--- config.mk ---
export PLATFORM = sky130hd
export DESIGN_NAME = multicycle_ctrl
export DESIGN_NICKNAME = d
export VERILOG_FILES = /design/src/rtl/ctrl_pkg.sv /design/src/rtl/copro_watchdog.sv /design/src/rtl/multicycle_ctrl.sv
export SDC_FILE = /design/constraint.sdc
export NUM_CORES = 1
export LEC_CHECK = 0
export ABC_CLOCK_PERIOD_IN_PS = 3700
export CAP_MARGIN = 0
export CORE_MARGIN = 2
export CORE_UTILIZATION = 36
export DETAILED_ROUTE_END_ITERATION = 10
export PLACE_DENSITY = 0.63
export SYNTH_ARGS = -nofsm -noshare
export SYNTH_HDL_FRONTEND = slang
export SYNTH_SLANG_ARGS = --single-unit
--- constraint.sdc ---
create_clock -name clk -period 3.7 [get_ports clk]
set_input_delay 0.74 -clock clk [delete_from_list [all_inputs] [get_ports clk]]
set_output_delay 0.74 -clock clk [all_outputs]
set_load 0.01 [all_outputs]
--- src/rtl/ctrl_pkg.sv ---
// Shared types and encodings for the multi-cycle RV32I control FSM.
package ctrl_pkg;

   typedef enum logic [3:0] {
      S_FETCH      = 4'd0,
      S_DECODE     = 4'd1,
      S_EXEC_R     = 4'd2,
      S_EXEC_I     = 4'd3,
      S_ADDR       = 4'd4,
      S_MEM_RD     = 4'd5,
      S_MEM_WR     = 4'd6,
      S_WB_ALU     = 4'd7,
      S_WB_MEM     = 4'd8,
      S_BRANCH     = 4'd9,
      S_COPRO_REQ  = 4'd10,
      S_COPRO_WAIT = 4'd11,
      S_WB_CP      = 4'd12,
      S_TRAP       = 4'd13
   } state_e;

   localparam logic [6:0] OP_RTYPE   = 7'b0110011;
   localparam logic [6:0] OP_ITYPE   = 7'b0010011;
   localparam logic [6:0] OP_LOAD    = 7'b0000011;
   localparam logic [6:0] OP_STORE   = 7'b0100011;
   localparam logic [6:0] OP_BRANCH  = 7'b1100011;
   localparam logic [6:0] OP_CUSTOM0 = 7'b0001011;

   localparam logic [1:0] ALU_ADD   = 2'b00;
   localparam logic [1:0] ALU_SUB   = 2'b01;
   localparam logic [1:0] ALU_FUNCT = 2'b10;

   localparam logic [1:0] SRCB_REG  = 2'b00;
   localparam logic [1:0] SRCB_FOUR = 2'b01;
   localparam logic [1:0] SRCB_IMM  = 2'b10;

   localparam logic [1:0] WB_ALU = 2'b00;
   localparam logic [1:0] WB_MEM = 2'b01;
   localparam logic [1:0] WB_CP  = 2'b10;

   // All datapath controls in one bundle so reset gating is a single mux.
   typedef struct packed {
      logic       pc_write;
      logic       ir_write;
      logic       i_or_d;
      logic       mem_read;
      logic       mem_write;
      logic       alu_src_a;
      logic [1:0] alu_src_b;
      logic [1:0] alu_op;
      logic       pc_src;
      logic       reg_write;
      logic [1:0] wb_sel;
      logic       copro_valid;
   } ctrl_t;

   function automatic logic is_busy(input state_e s);
      return (s != S_FETCH) && (s != S_TRAP);
   endfunction

endpackage

--- src/rtl/copro_watchdog.sv ---
// Cycle counter bounding how long the FSM waits for a coprocessor result.
module copro_watchdog #(
   parameter int unsigned COPRO_TIMEOUT = 255,
   parameter int unsigned CNT_W         = 16
) (
   input  logic clk,
   input  logic clear,
   input  logic enable,
   output logic expired
);

   logic [CNT_W-1:0] cnt;

   always_ff @(posedge clk) begin
      if (clear)
         cnt <= '0;
      else if (enable)
         cnt <= cnt + 1'b1;
   end

   // Fires on the last permitted wait cycle so the FSM leaves on that edge.
   assign expired = enable && (cnt == CNT_W'(COPRO_TIMEOUT - 1));

endmodule

--- src/rtl/multicycle_ctrl.sv ---
// Multi-cycle RV32I sequencer with CUSTOM-0 coprocessor dispatch.
// Optional CTRL_PERF_CNT_EN adds retired-instruction and stall counters.
module multicycle_ctrl
   import ctrl_pkg::*;
#(
   parameter int unsigned COPRO_TIMEOUT = 255,
   parameter int unsigned CNT_W         = 16
) (
   input  logic       clk,
   input  logic       rst,
   input  logic [6:0] opcode,
   input  logic       zero,
   input  logic       mem_ready,
   input  logic       copro_ready,
   input  logic       copro_done,
   output logic       pc_write,
   output logic       ir_write,
   output logic       i_or_d,
   output logic       mem_read,
   output logic       mem_write,
   output logic       alu_src_a,
   output logic [1:0] alu_src_b,
   output logic [1:0] alu_op,
   output logic       pc_src,
   output logic       reg_write,
   output logic [1:0] wb_sel,
   output logic       copro_valid,
   output logic       illegal,
`ifdef CTRL_PERF_CNT_EN
   output logic [31:0] retired_cnt,
   output logic [31:0] stall_cnt,
`endif
   output logic       busy
);

   state_e state, next_state;
   ctrl_t  ctl, ctl_out;
   logic   illegal_q;
   logic   wd_clear, wd_expired;

   assign wd_clear = rst || (state == S_COPRO_REQ && copro_ready);

   copro_watchdog #(
      .COPRO_TIMEOUT(COPRO_TIMEOUT),
      .CNT_W        (CNT_W)
   ) u_wd (
      .clk    (clk),
      .clear  (wd_clear),
      .enable (state == S_COPRO_WAIT),
      .expired(wd_expired)
   );

   always_ff @(posedge clk) begin
      if (rst) begin
         state     <= S_FETCH;
         illegal_q <= 1'b0;
      end else begin
         state <= next_state;
         if (next_state == S_TRAP)
            illegal_q <= 1'b1;
      end
   end

   always_comb begin
      next_state = state;
      ctl        = '0;
      case (state)
         S_FETCH: begin
            ctl.mem_read  = 1'b1;
            ctl.alu_src_b = SRCB_FOUR;
            ctl.alu_op    = ALU_ADD;
            if (mem_ready) begin
               ctl.ir_write = 1'b1;
               ctl.pc_write = 1'b1;
               next_state   = S_DECODE;
            end
         end
         S_DECODE: begin
            ctl.alu_src_b = SRCB_IMM;
            ctl.alu_op    = ALU_ADD;
            case (opcode)
               OP_RTYPE:          next_state = S_EXEC_R;
               OP_ITYPE:          next_state = S_EXEC_I;
               OP_LOAD, OP_STORE: next_state = S_ADDR;
               OP_BRANCH:         next_state = S_BRANCH;
               OP_CUSTOM0:        next_state = S_COPRO_REQ;
               default:           next_state = S_TRAP;
            endcase
         end
         S_EXEC_R: begin
            ctl.alu_src_a = 1'b1;
            ctl.alu_src_b = SRCB_REG;
            ctl.alu_op    = ALU_FUNCT;
            next_state    = S_WB_ALU;
         end
         S_EXEC_I: begin
            ctl.alu_src_a = 1'b1;
            ctl.alu_src_b = SRCB_IMM;
            ctl.alu_op    = ALU_FUNCT;
            next_state    = S_WB_ALU;
         end
         S_ADDR: begin
            ctl.alu_src_a = 1'b1;
            ctl.alu_src_b = SRCB_IMM;
            ctl.alu_op    = ALU_ADD;
            next_state    = (opcode == OP_STORE) ? S_MEM_WR : S_MEM_RD;
         end
         S_MEM_RD: begin
            ctl.mem_read = 1'b1;
            ctl.i_or_d   = 1'b1;
            if (mem_ready) next_state = S_WB_MEM;
         end
         S_MEM_WR: begin
            ctl.mem_write = 1'b1;
            ctl.i_or_d    = 1'b1;
            if (mem_ready) next_state = S_FETCH;
         end
         S_WB_ALU: begin
            ctl.reg_write = 1'b1;
            ctl.wb_sel    = WB_ALU;
            next_state    = S_FETCH;
         end
         S_WB_MEM: begin
            ctl.reg_write = 1'b1;
            ctl.wb_sel    = WB_MEM;
            next_state    = S_FETCH;
         end
         S_BRANCH: begin
            ctl.alu_src_a = 1'b1;
            ctl.alu_src_b = SRCB_REG;
            ctl.alu_op    = ALU_SUB;
            ctl.pc_src    = 1'b1;
            ctl.pc_write  = zero;
            next_state    = S_FETCH;
         end
         S_COPRO_REQ: begin
            ctl.copro_valid = 1'b1;
            if (copro_ready) next_state = S_COPRO_WAIT;
         end
         S_COPRO_WAIT: begin
            // A result on the final watchdog cycle still completes normally.
            if (copro_done)      next_state = S_WB_CP;
            else if (wd_expired) next_state = S_TRAP;
         end
         S_WB_CP: begin
            ctl.reg_write = 1'b1;
            ctl.wb_sel    = WB_CP;
            next_state    = S_FETCH;
         end
         S_TRAP:  next_state = S_TRAP;
         default: next_state = S_FETCH;
      endcase
   end

   // Reset gates every control combinationally so an abandoned access stops at once.
   assign ctl_out = rst ? '0 : ctl;

   assign pc_write    = ctl_out.pc_write;
   assign ir_write    = ctl_out.ir_write;
   assign i_or_d      = ctl_out.i_or_d;
   assign mem_read    = ctl_out.mem_read;
   assign mem_write   = ctl_out.mem_write;
   assign alu_src_a   = ctl_out.alu_src_a;
   assign alu_src_b   = ctl_out.alu_src_b;
   assign alu_op      = ctl_out.alu_op;
   assign pc_src      = ctl_out.pc_src;
   assign reg_write   = ctl_out.reg_write;
   assign wb_sel      = ctl_out.wb_sel;
   assign copro_valid = ctl_out.copro_valid;
   assign illegal     = illegal_q;
   assign busy        = !rst && is_busy(state);

`ifdef CTRL_PERF_CNT_EN
   logic stalled;

   always_comb begin
      case (state)
         S_FETCH, S_MEM_RD, S_MEM_WR: stalled = !mem_ready;
         S_COPRO_REQ:                 stalled = !copro_ready;
         S_COPRO_WAIT:                stalled = !copro_done;
         default:                     stalled = 1'b0;
      endcase
   end

   always_ff @(posedge clk) begin
      if (rst) begin
         retired_cnt <= '0;
         stall_cnt   <= '0;
      end else begin
         if (next_state == S_FETCH && state != S_FETCH && state != S_TRAP)
            retired_cnt <= retired_cnt + 32'd1;
         if (stalled)
            stall_cnt <= stall_cnt + 32'd1;
      end
   end
`endif

endmodule
==> impl_metrics.json <==
{
  "status": "complete, no violations",
  "path_clk_slew_ns": 0.07,
  "period_share": 0.834,
  "crit_type": "in2out",
  "vias_per_cell": 5.48,
  "clock_path_buffers": 2,
  "drtIter0Drc": 102,
  "synth_top_area_cell": "dfxtp_1",
  "setup_viol": 0,
  "cts_resized": 0,
  "cts_tree": "done",
  "grt_pass1_wl_um": 5750,
  "hold_buffers": 0,
  "critPathCaptureType": "primary output",
  "synth_area_per_cell_um2": 7.66,
  "initial_core_util": 0.381,
  "diodes": 0,
  "grt_util_all_layers": 0.165,
  "synth_flop_cell": "dfxtp_1",
  "insertion_delay_ns": 0.26,
  "ys_top_cells_by_area": "dfxtp_1, nor2_1, xnor2_1",
  "place_congestion": 0.789,
  "worstPathCellList": "clkdlybuf4s50_1 > nor4b_1 > and2_1 > a21o_1 > clkdlybuf4s50_1",
  "critical_path.top_delay_family": "buffers and inverters",
  "first_global_vias": 1260,
  "fin_hold_ws_ns": 0.491,
  "required_ns": 2.96,
  "slew_violations": 0,
  "arrival_ns": 2.35,
  "synth_area_um2": 1420,
  "pwr_density_cell_nw_per_um2": 437,
  "die_h_um": 66.8,
  "maxSlewHeadroom": 0.561,
  "finalHoldViolations": 0,
  "netlist-cell-type-count": 47,
  "skew_ns": 0.00226,
  "place_hpwl_um": 2600,
  "yosysSeqAreaShare": 0.297,
  "slowest_delay_ns": 0.52,
  "grt-ovfl-total": 0,
  "area_delta_synth_final_pct": 26.0,
  "met1_usage": 0.206,
  "ys_ff_latch": 21,
  "busiest_layer": "met2",
  "cpMaxStageDelayCell": "clkdlybuf4s50_1",
  "wirelength_um": 3450,
  "yosysWarnings": 0,
  "worstHoldPathType": "reg2reg",
  "cts_root_buf": "clkbuf_8",
  "netlist_instances": 185,
  "crit_top_cell": "clkdlybuf4s50_1",
  "die_area_um2": 4460,
  "total_power_uw": 781,
  "rsz0062_at_grt": "no",
  "ant_nets": 0,
  "core_um2": 3720,
  "cp-start-kind": "input pin",
  "fin_nets": 227,
  "cts_sinks": 21,
  "ir_drop_mv": 0.163,
  "drc": 0,
  "grt_max_degree": 22,
  "tightest_slew_ns": 0.657,
  "grtUsageMet2": 0.293,
  "async_flop_share": 0,
  "postPlaceCellArea_um2": 1740,
  "crit_fanout": 3,
  "wire_per_inst_um": 13.3,
  "use_met3": 0.0169,
  "yosys.area.top_type_share": 0.297,
  "tns_ns": 0,
  "synth-edff-count": 0,
  "maxCapViolations": 0,
  "dieWidth_um": 66.8,
  "syn_nets": 200,
  "final_cells": 259,
  "cts_buffers": 3,
  "critPathBufInv": 2,
  "grt_antenna_before_repair": 0,
  "p_leak_uw": 0.000614,
  "htree_levels": 1,
  "num_rows": 22,
  "io_buffers": 29,
  "place_inst": 255,
  "io-pin-count": 30,
  "max_freq_mhz": 324,
  "drive_gt1_frac": 0.0569,
  "via_count": 1420,
  "finish.instance_area_um2": 1790,
  "fin_crit_ns": 3.09,
  "first_pass_iters": 5,
  "postCtsSetupBuffers": 0
}
==> report_power, final <==
part | internal (uW) | switching [uW] | total, uW
Combinational | 167 | 159 | 326
Sequential | 242 | 66.1 | 308
Clock | 75.0 | 71.9 | 147
==> registers in the layout, indices dropped and copies added, names as in the netlist <==
signal    count
state         4
illegal       1
u_wd.cnt     16
==> cell usage after synthesis, types with 2 or more instances <==
| library cell | instances |
|---|---|
| o22ai_1 | 2 |
| inv_1 | 7 |
| nor4_1 | 4 |
| dfxtp_1 | 21 |
| xor2_1 | 4 |
| buf_4 | 2 |
| buf_2 | 4 |
| a31oi_1 | 3 |
| nor2b_1 | 5 |
| and4b_1 | 2 |
| nand2b_1 | 5 |
| or3_1 | 3 |
| and3_1 | 4 |
| and4_1 | 3 |
| nor3_1 | 10 |
| o2111ai_1 | 2 |
| clkbuf_1 | 4 |
| xnor2_1 | 7 |
| a21oi_1 | 10 |
| o21ai_0 | 10 |
| nand4_1 | 4 |
| a211oi_1 | 3 |
| nand2_1 | 12 |
| nand3_1 | 7 |
| nor2_1 | 23 |
| and2_1 | 2 |
| ha_1 | 2 |
==> path summary, 6_finish.rpt <==
kind         depth (start not counted)            to         from  slack [ns]
min                                  2   u_wd.cnt[7]  u_wd.cnt[7]        0.49
max reg2reg                          5  u_wd.cnt[14]     state[3]        1.52
max                                  5      pc_write          rst        0.61
min reg2reg                          2   u_wd.cnt[7]  u_wd.cnt[7]        0.49
==> routing by layer <==
| layer | part of all wire | wire length, um |
|---|---|---|
| met1 | 0.46 | 1590 |
| met2 | 0.47 | 1630 |
| met3 | 0.050 | 173 |
| met4 | 0.015 | 51 |
| met5 | 0 | 0 |
==> cells by family after synthesis <==
group / Yosys count / share of synthesized area
mux: 1 / 0.00706
compound gates: 39 / 0.174
flops: 21 / 0.297
buf+inv: 17 / 0.0538
simple gates: 94 / 0.383
xor+xnor: 11 / 0.0680
fa+ha+maj: 2 / 0.0176
==> final cells by class <==
class / count / area (um2)
Multi-Input combinational cell: 147 / 921
Tap cell: 48 / 60.1
Inverter: 7 / 26.3
Clock inverter: 1 / 5.00
Sequential cell: 21 / 420
Fill cell: 380 / 1930
Timing Repair Buffer: 32 / 313
Clock buffer: 3 / 41.3
==> through the flow <==
step                worst slack (ns)  utilization
floorplan                       1.32            -
global placement               0.680        0.468
global route                   0.465        0.481
CTS                            0.600        0.481
detailed placement             0.621        0.468
finish                         0.615        0.481
==> cells in the final DEF, fill, tap and decap left out, drive strengths merged, types with 2 or more instances in the layout <==
master,instances
and4b,2
nand4,6
clkdlybuf4s50,29
a31oi,3
o21ai,11
dfxtp,21
ha,2
inv,7
or3,3
o22ai,2
nor3,11
nor2,23
a21oi,10
nor4,5
o2111ai,2
xnor2,7
and4,3
buf,3
and2,2
nand2,12
nor2b,5
clkbuf,3
nand3,7
a211oi,3
nand2b,5
and3,4
xor2,4
==> worst reg2reg max path, cell delays in order, from the launching register on <==
cell and delay, ns:
dfxtp_1 0.75, and4b_1 0.57, nand4_1 0.25, nor3_1 0.31, xnor2_1 0.15, nor2_1 0.05
(Power assumes the default switching activity.)
